## config.mk

```make
export PLATFORM = sky130hd
export DESIGN_NAME = cmac_link_sequencer
export DESIGN_NICKNAME = d
export VERILOG_FILES = /design/src/rtl/cmac_link_pkg.sv /design/src/rtl/sat_counter.sv /design/src/rtl/cmac_link_sequencer.sv
export SDC_FILE = /design/constraint.sdc
export NUM_CORES = 1
export LEC_CHECK = 0
export ABC_AREA = 0
export CORE_UTILIZATION = 53
export CTS_BUF_LIST = sky130_fd_sc_hd__clkbuf_2
export CTS_CLUSTER_DIAMETER = 30
export CTS_CLUSTER_SIZE = 8
export DETAILED_ROUTE_END_ITERATION = 10
export GPL_ROUTABILITY_DRIVEN = 1
export PLACE_DENSITY = 0.77
export SYNTH_ARGS = -nofsm -noshare
export SYNTH_HDL_FRONTEND = slang
export SYNTH_HIERARCHICAL = 1
export SYNTH_SLANG_ARGS = --single-unit
```

## constraint.sdc

```tcl
create_clock -name clk -period 7.2 [get_ports clk]
set_clock_uncertainty 0.1 [all_clocks]
set_input_delay 0.72 -clock clk [delete_from_list [all_inputs] [get_ports clk]]
set_output_delay 0.72 -clock clk [all_outputs]
set_load 0.02 [all_outputs]
```

## src/rtl/cmac_link_pkg.sv

```systemverilog
// rtl/cmac_link_pkg.sv - shared state encoding and control decode for the CMAC link sequencer
package cmac_link_pkg;

    localparam int CNT_W = 16;

    typedef enum logic [2:0] {
        ST_DISABLED   = 3'd0,
        ST_RESET      = 3'd1,
        ST_WAIT_ALIGN = 3'd2,
        ST_QUALIFY    = 3'd3,
        ST_UP         = 3'd4
    } link_state_e;

    typedef struct packed {
        logic core_reset;
        logic rx_enable;
        logic tx_enable;
        logic send_rfi;
        logic link_up;
    } link_ctl_t;

    // CMAC control levels are a pure function of the sequencer state.
    function automatic link_ctl_t state_ctl(input link_state_e s);
        link_ctl_t c;
        c.core_reset = 1'b1;
        c.rx_enable  = 1'b0;
        c.tx_enable  = 1'b0;
        c.send_rfi   = 1'b1;
        c.link_up    = 1'b0;
        case (s)
            ST_WAIT_ALIGN, ST_QUALIFY: begin
                c.core_reset = 1'b0;
                c.rx_enable  = 1'b1;
            end
            ST_UP: begin
                c.core_reset = 1'b0;
                c.rx_enable  = 1'b1;
                c.tx_enable  = 1'b1;
                c.send_rfi   = 1'b0;
                c.link_up    = 1'b1;
            end
            default: ;
        endcase
        return c;
    endfunction

endpackage

```

## src/rtl/sat_counter.sv

```systemverilog
// rtl/sat_counter.sv - saturating event counter with synchronous clear that overrides increment
module sat_counter #(
    parameter int WIDTH = 16
) (
    input  logic             clk,
    input  logic             reset,
    input  logic             inc,
    input  logic             clr,
    output logic [WIDTH-1:0] count
);

    logic [WIDTH-1:0] count_q;
    logic [WIDTH-1:0] count_d;

    always_comb begin
        count_d = count_q;
        if (clr) begin
            count_d = '0;
        end else if (inc && (count_q != {WIDTH{1'b1}})) begin
            count_d = count_q + 1'b1;
        end
    end

    always_ff @(posedge clk) begin
        if (reset) begin
            count_q <= '0;
        end else begin
            count_q <= count_d;
        end
    end

    assign count = count_q;

endmodule

```

## src/rtl/cmac_link_sequencer.sv

```systemverilog
// rtl/cmac_link_sequencer.sv - bring-up and recovery sequencer for one 100G CMAC port
module cmac_link_sequencer
    import cmac_link_pkg::*;
#(
    parameter bit          RSFEC                = 1'b1,
    parameter int unsigned RESET_PULSE_CYCLES   = 16,
    parameter int unsigned ALIGN_TIMEOUT_CYCLES = 322_265_625,
    parameter int unsigned DEBOUNCE_CYCLES      = 1024
) (
    input  logic             clk,
    input  logic             reset,
    input  logic             link_enable,
    input  logic             stat_rx_aligned,
    input  logic             clear_counters,
    output logic             cmac_core_reset,
    output logic             ctl_rx_enable,
    output logic             ctl_tx_enable,
    output logic             ctl_tx_send_rfi,
    output logic             ctl_rx_rsfec_enable,
    output logic             ctl_rx_rsfec_enable_correction,
    output logic             ctl_rx_rsfec_enable_indication,
    output logic             ctl_tx_rsfec_enable,
    output logic             link_up,
    output logic [2:0]       state,
    output logic [CNT_W-1:0] link_up_count,
    output logic [CNT_W-1:0] timeout_count
);

    localparam logic [31:0] RESET_LAST    = 32'(RESET_PULSE_CYCLES - 1);
    localparam logic [31:0] TIMEOUT_LAST  = 32'(ALIGN_TIMEOUT_CYCLES - 1);
    localparam logic [31:0] DEBOUNCE_LAST = 32'(DEBOUNCE_CYCLES - 1);

    link_state_e state_q;
    link_state_e state_d;
    logic [31:0] timer_q;
    logic [31:0] timer_d;
    link_ctl_t   ctl_q;
    link_ctl_t   ctl_d;
    logic        link_up_inc;
    logic        timeout_inc;

    // One shared timer: reset pulse width, alignment timeout or debounce run,
    // depending on the state; every state entry restarts it from zero.
    always_comb begin
        state_d     = state_q;
        timer_d     = timer_q + 32'd1;
        link_up_inc = 1'b0;
        timeout_inc = 1'b0;
        if (!link_enable) begin
            state_d = ST_DISABLED;
            timer_d = '0;
        end else begin
            case (state_q)
                ST_DISABLED: begin
                    state_d = ST_RESET;
                    timer_d = '0;
                end
                ST_RESET: begin
                    if (timer_q == RESET_LAST) begin
                        state_d = ST_WAIT_ALIGN;
                        timer_d = '0;
                    end
                end
                ST_WAIT_ALIGN: begin
                    if (stat_rx_aligned) begin
                        state_d = ST_QUALIFY;
                        timer_d = '0;
                    end else if (timer_q == TIMEOUT_LAST) begin
                        state_d     = ST_RESET;
                        timer_d     = '0;
                        timeout_inc = 1'b1;
                    end
                end
                ST_QUALIFY: begin
                    if (!stat_rx_aligned) begin
                        state_d = ST_WAIT_ALIGN;
                        timer_d = '0;
                    end else if (timer_q == DEBOUNCE_LAST) begin
                        state_d     = ST_UP;
                        timer_d     = '0;
                        link_up_inc = 1'b1;
                    end
                end
                ST_UP: begin
                    timer_d = '0;
                    if (!stat_rx_aligned) begin
                        state_d = ST_WAIT_ALIGN;
                    end
                end
                default: begin
                    state_d = ST_DISABLED;
                    timer_d = '0;
                end
            endcase
        end
        ctl_d = state_ctl(state_d);
    end

    always_ff @(posedge clk) begin
        if (reset) begin
            state_q <= ST_DISABLED;
            timer_q <= '0;
            ctl_q   <= state_ctl(ST_DISABLED);
        end else begin
            state_q <= state_d;
            timer_q <= timer_d;
            ctl_q   <= ctl_d;
        end
    end

    sat_counter #(
        .WIDTH (CNT_W)
    ) u_link_up_count (
        .clk   (clk),
        .reset (reset),
        .inc   (link_up_inc),
        .clr   (clear_counters),
        .count (link_up_count)
    );

    sat_counter #(
        .WIDTH (CNT_W)
    ) u_timeout_count (
        .clk   (clk),
        .reset (reset),
        .inc   (timeout_inc),
        .clr   (clear_counters),
        .count (timeout_count)
    );

    assign state           = state_q;
    assign cmac_core_reset = ctl_q.core_reset;
    assign ctl_rx_enable   = ctl_q.rx_enable;
    assign ctl_tx_enable   = ctl_q.tx_enable;
    assign ctl_tx_send_rfi = ctl_q.send_rfi;
    assign link_up         = ctl_q.link_up;

    assign ctl_rx_rsfec_enable            = RSFEC;
    assign ctl_rx_rsfec_enable_correction = RSFEC;
    assign ctl_rx_rsfec_enable_indication = RSFEC;
    assign ctl_tx_rsfec_enable            = RSFEC;

endmodule

```

==> flow_metrics.tcl, run 1 <==
set metrics [dict create \
    worstSetupEndpointType "flip-flop" \
    grt_max_degree 33 \
    drt_wl_total_um 8379 \
    clkLatencyLatePin_ns 0.49 \
    dieWidth_um 88.10 \
    wl_per_cell_um 14.55 \
    nNetsFinal 481 \
    reg2regPathDepth 10 \
    worst-path-max-fanout 11 \
    finalInstanceArea_um2 4410 \
    grt_first_pass_wirelength_um 14350 \
    dieArea_um2 7761 \
    synthFlopType "dfxtp_1" \
    timing_hold_violations_final 0 \
    drt-vias-per-instance 5.927 \
    hold-path-cell-count 1 \
    synth_seq_area_share_pct 36.18 \
    avgSynthCellArea_um2 8.949 \
    core_um2 7214 \
    ys_warn_count 6 \
    fillerInstances 658 \
    remaining_drc_errors 0 \
    die_y_um 88.10 \
    power_density_nw_per_um2 134.8 \
    rr_endpoint "u_link_up_count/count[11]" \
    r2r_setup_slack_ns 4.15 \
    ys_async_sr_fraction_pct 0 \
    track_usage_pct 23.42 \
    boundaryPins 49 \
    cts_tree "done" \
    clk_pin_slew_ns 0.19 \
    place_hpwl_um 5986 \
    fin_crit_ns 3.055 \
    timing.final.crit_share_pct 42.43 \
    fin_util_pct 61.13 \
    initial_utilization_pct 54.46 \
    drv_slew 0 \
    worstPathRequired_ns 7.53 \
    cts_hold_buffers 0 \
    post-cts-setup-buffer-count 0 \
    cts_htree_levels 3 \
    status "complete, no violations" \
    worstReg2RegStart "timer_q[0]" \
    antenna_found_initial 0 \
    cap_violations 0 \
    grt_pass1_vias 3151 \
    vias 3414 \
    portBuffers 44 \
    hp-class "reg2reg" \
    initialDrtViolationCount 165 \
    setup.worst_path.class "reg2reg" \
    worstHoldStart "timer_q[0]" \
    ys_seq_elements 71 \
    cts_buffer_depth 2 \
    antenna_left 0 \
    synth_cells 439 \
    drt-pass1-iter-count 4 \
    fmax_mhz 327.4 \
    setup-violations-final 0 \
    synth_edf_count 0 \
    dpl_cell_area_um2 4325 \
    drive_gt1_share_pct 13.63 \
    gp_congestion 0.9134 \
    cts_resized 0 \
    ir_drop_mv 0.1184 \
    syn_area_um2 3929 \
    clock-sinks 71 \
    tightest_slew_ns 0.7359 \
    grt_overflow 0 \
    min_to "timer_q[0]" \
    p_leak_nw 1.356 \
    area_growth_syn_to_layout_pct 12.26 \
    slew_headroom_pct 50.76 \
    setup_tns_ns 0 \
    diodes 0 \
    cts-root-buf "clkbuf_2" \
    whs_ns 0.3876 \
    crit_path_start "timer_q[0]" \
    numCtsBuffers 9 \
    ys_types 64 \
    rows 31 \
    critical_path_arrival_ns 3.38 \
    start_kind "flip-flop" \
    rsz0062_at_grt "no" \
]
==> worst max path at each step <==
| stage | endpoint | slack [ns] | cells after the start |
|---|---|---|---|
| floorplan | u_timeout_count/count[12] | 4.78 | 9 |
| detailed placement | u_timeout_count/count[9] | 4.12 | 8 |
| finish | u_link_up_count/count[11] | 4.15 | 10 |
| global placement | u_timeout_count/count[15] | 4.24 | 8 |
| global route | u_link_up_count/count[15] | 3.90 | 10 |
| CTS | u_link_up_count/count[15] | 4.18 | 10 |
==> metal layers <==
metal	global-route usage (%)	vias up	wire length, µm
met1	29.38	1623	3928
met2	38.69	81	3998
li1	-	1700	-
met4	8.065	0	92
met3	6.598	10	361
met5	0	-	0
==> cell type report <==
| class | count | area [µm²] | share of cell area [%] |
|---|---|---|---|
| Clock inverter | 7 | 40.04 | 0.9078 |
| Timing Repair Buffer | 45 | 447.9 | 10.16 |
| Tap cell | 99 | 123.9 | 2.809 |
| Clock buffer | 9 | 45.04 | 1.021 |
| Sequential cell | 71 | 1421 | 32.23 |
| Multi-Input combinational cell | 335 | 2295 | 52.03 |
| Inverter | 10 | 37.54 | 0.8511 |
==> through the flow <==
step	setup WS, ns	power (W)	cells
4_1_cts	4.183	0.0006027	576
6_report	4.145	0.0005946	576
3_5_place_dp	4.120	0.0004209	560
5_1_grt	3.902	0.0006222	576
2_1_floorplan	4.780	0.0004168	442
3_3_place_gp	4.243	0.0004206	560
==> cell families after synthesis <==
family	share of synthesized area, %
simple gates	29.94
compound gates	17.96
flops	36.18
buf+inv	5.701
xor+xnor	5.796
mux	3.057
fa+ha+maj	1.274
other cells	0.09545
==> layout by cell type, fill, tap and decap left out, drive strengths merged, types with 5 or more instances in the layout <==
master	n
dfxtp	71
clkdlybuf4s50	44
a21oi	40
nand2	37
nand3	22
xnor2	21
and3	19
nand4	18
or3	18
nor2	16
nor3	16
o21ai	16
mux2i	12
nor4	11
inv	10
and2	10
a31oi	9
clkbuf	9
a211oi	8
xor2	5
and4	5
or2	5
==> where the power goes <==
group / internal (W) / total, W / switching [W] / leakage [nW]
Clock: 0.0000416 / 0.000181 / 0.000140 / 0.0488
Sequential: 0.000394 / 0.000395 / 0.000000930 / 0.572
Combinational: 0.00000578 / 0.0000181 / 0.0000123 / 0.735
Total: 0.000441 / 0.000595 / 0.000153 / 1.36
==> cells in the mapped netlist (all sizes together) (2+ instances only) <==
master / instances / area share [%]
mux2i: 12 / 3.1
o2111ai: 2 / 0.45
and3: 19 / 3.6
a311oi: 2 / 0.45
o2111a: 2 / 0.57
a211oi: 8 / 1.8
clkbuf: 5 / 0.48
a2111o: 4 / 1.1
a32oi: 2 / 0.45
xnor2: 21 / 4.7
a41o: 2 / 0.51
buf: 19 / 3.8
and4b: 3 / 0.76
nand4: 18 / 3.8
nand3: 22 / 2.9
nor3: 16 / 2.6
nand3b: 2 / 0.38
inv: 10 / 0.96
a21oi: 40 / 6.1
nor4: 11 / 2.1
a21boi: 3 / 0.57
a31o: 2 / 0.45
or2: 5 / 0.80
a22oi: 4 / 1.1
or3: 18 / 3.2
and2: 10 / 1.7
dfxtp: 71 / 36
xor2: 5 / 1.1
dlygate4sd1: 2 / 0.45
nor2b: 2 / 0.32
nor2: 16 / 1.5
and4: 5 / 1.2
nand2: 37 / 3.5
nor4b: 2 / 0.45
ha: 4 / 1.3
a31oi: 9 / 1.4
nor3b: 2 / 0.51
o21ai: 16 / 2.0
==> flip-flops by register name, indices dropped and copies added, names as in the netlist <==
name and flops:
ctl_tx_send_rfi 1, u_timeout_count/count 16, ctl_tx_enable 1, timer_q 32, ctl_rx_enable 1, state 3
u_link_up_count/count 16, cmac_core_reset 1
==> critical path, cell delays in order, from the launching register on <==
cell and delay [ns]:
dfxtp_1 0.42, ha_1 0.22, and4_1 0.28, nand2_1 0.31, nor2_1 0.26, nand2_1 0.07, nor2_1 0.32, and3_1 0.26
nand3_1 0.22, a211oi_1 0.34, mux2i_1 0.21
(Power assumes the default switching activity.)
==> inputs of run 2 (changes only) <==
clock period = 3.2 ns   (was 7.2 ns; I/O delays follow)
==> flow_metrics.tcl, run 2 (same netlist as run 1, synthesis figures left out) <==
set metrics [dict create \
    drt-vias-per-instance 5.967 \
    grt_first_pass_wirelength_um 14520 \
    cts_htree_levels 3 \
    fmax_mhz 356.8 \
    critical_path_arrival_ns 3.13 \
    hold-path-cell-count 1 \
    dp_cells 562 \
    worstPathRequired_ns 3.53 \
    worstHoldStart "timer_q[0]" \
    layout_common_cells "dfxtp_1, clkdlybuf4s50_1, nand2_1, a21oi_1" \
    cts_tree "done" \
    drt-pass1-iter-count 5 \
    power_density_nw_per_um2 315.9 \
    diodes 0 \
    die_y_um 88.10 \
    antenna_found_initial 0 \
    timing_hold_violations_final 0 \
    clkLatencyLatePin_ns 0.50 \
    drt_wl_total_um 8694 \
    start_kind "flip-flop" \
    cts_resized 0 \
    remaining_drc_errors 0 \
    wl_per_cell_um 15.09 \
    drive_gt1_share_pct 13.84 \
    place_hpwl_um 6185 \
    final_common_cell "dfxtp_1" \
    boundaryPins 49 \
    track_usage_pct 23.88 \
    final_cells 576 \
    slew_headroom_pct 50.29 \
    grt_overflow 0 \
    rsz0062_at_grt "no" \
    gp_congestion 0.8701 \
    rr_endpoint "u_link_up_count/count[15]" \
    worst-path-max-fanout 6 \
    initial_utilization_pct 54.46 \
    worstSetupEndpointType "flip-flop" \
    min_to "timer_q[0]" \
    reg2regPathDepth 9 \
    rows 31 \
    clk_pin_slew_ns 0.17 \
    tightest_slew_ns 0.7429 \
    numCtsBuffers 9 \
    cts_hold_buffers 0 \
    setup-violations-final 0 \
    hp-class "reg2reg" \
    fillerInstances 655 \
    portBuffers 44 \
    multi_input_area_um2 2295 \
    clock-sinks 71 \
    initialDrtViolationCount 161 \
    status "complete, no violations" \
    dieWidth_um 88.10 \
    nNetsFinal 483 \
    cts_buffer_depth 2 \
    largest_reg_flops 32 \
    antenna_left 0 \
    fin_crit_ns 2.803 \
    cap_violations 0 \
    grt_max_degree 33 \
    p_leak_nw 1.382 \
    setup.worst_path.class "reg2reg" \
    r2r_setup_slack_ns 0.40 \
    dieArea_um2 7761 \
    timing.final.crit_share_pct 87.58 \
    cts-root-buf "clkbuf_2" \
    fin_total_pwr_w 0.001401 \
    area_growth_syn_to_layout_pct 12.87 \
    grt_pass1_vias 3160 \
    core_um2 7214 \
    vias 3437 \
    setup_tns_ns 0 \
    post-cts-setup-buffer-count 0 \
    ir_drop_mv 0.2233 \
    worstReg2RegStart "timer_q[23]" \
    drv_slew 0 \
    ff_latch_area_um2 1421 \
    regMostFlops "timer_q" \
]
run 2: cell count changes in the layout (fill, tap and decap cells not counted):
cell / previous run / this run
clkbuf_2: 9 / 12
clkinvlp_4: 3 / 0
buf_4: 1 / 3
clkinv_2: 2 / 0
bufinv_16: 0 / 1
clkinv_1: 2 / 1
run 2: worst max-delay path by stage:
stage | startpoint | end
final | timer_q[23] | u_link_up_count/count[15]
after global routing | timer_q[23] | u_link_up_count/count[15]
after CTS | timer_q[23] | u_link_up_count/count[15]
after detailed placement | timer_q[23] | u_link_up_count/count[15]
after global placement | stat_rx_aligned | u_timeout_count/count[15]
after floorplan | timer_q[7] | u_timeout_count/count[12]
run 2: metrics by stage:
stage                     utilization, %  area [µm²]  setup slack (ns)  hold slack [ns]
after detailed placement           60.16        4340            0.4579           0.3803
after CTS                          61.46        4434            0.4179           0.4019
after floorplan                        -        3940            0.7802           0.3309
final                              61.46        4434            0.3973           0.3931
after global routing               61.46        4434            0.1531           0.4189
after global placement             60.16        4340            0.5683           0.3563
run 2: routing by layer:
metal | GRT usage, % | wire (µm)
met1 | 29.70 | 3807
met2 | 40.59 | 4226
met3 | 3.770 | 511
met4 | 11.14 | 148
met5 | 0 | 0
run 2: cell type report:
cell class	instances	area share, %
Clock inverter	2	0.7619
Timing Repair Buffer	47	10.44
Clock buffer	12	1.354
Sequential cell	71	32.05
Inverter	10	0.8465
Multi-Input combinational cell	335	51.75
Tap cell	99	2.793
run 2: worst max-delay path, cell delays in order (launching register included):
cell and delay (ns):
dfxtp_1 0.39, nor4_1 0.37, nand4_1 0.28, nor2_1 0.26
nand2_1 0.09, nor2_1 0.26, and3_1 0.22, nand3_1 0.21
a211oi_1 0.34, mux2i_1 0.23
run 2: where the power goes:
part	leakage, nW	switching [W]	total [W]	internal, W
clock network	0.0655	0.000291	0.000471	0.000180
registers	0.572	0.00000206	0.000888	0.000886
logic	0.744	0.0000277	0.0000415	0.0000138
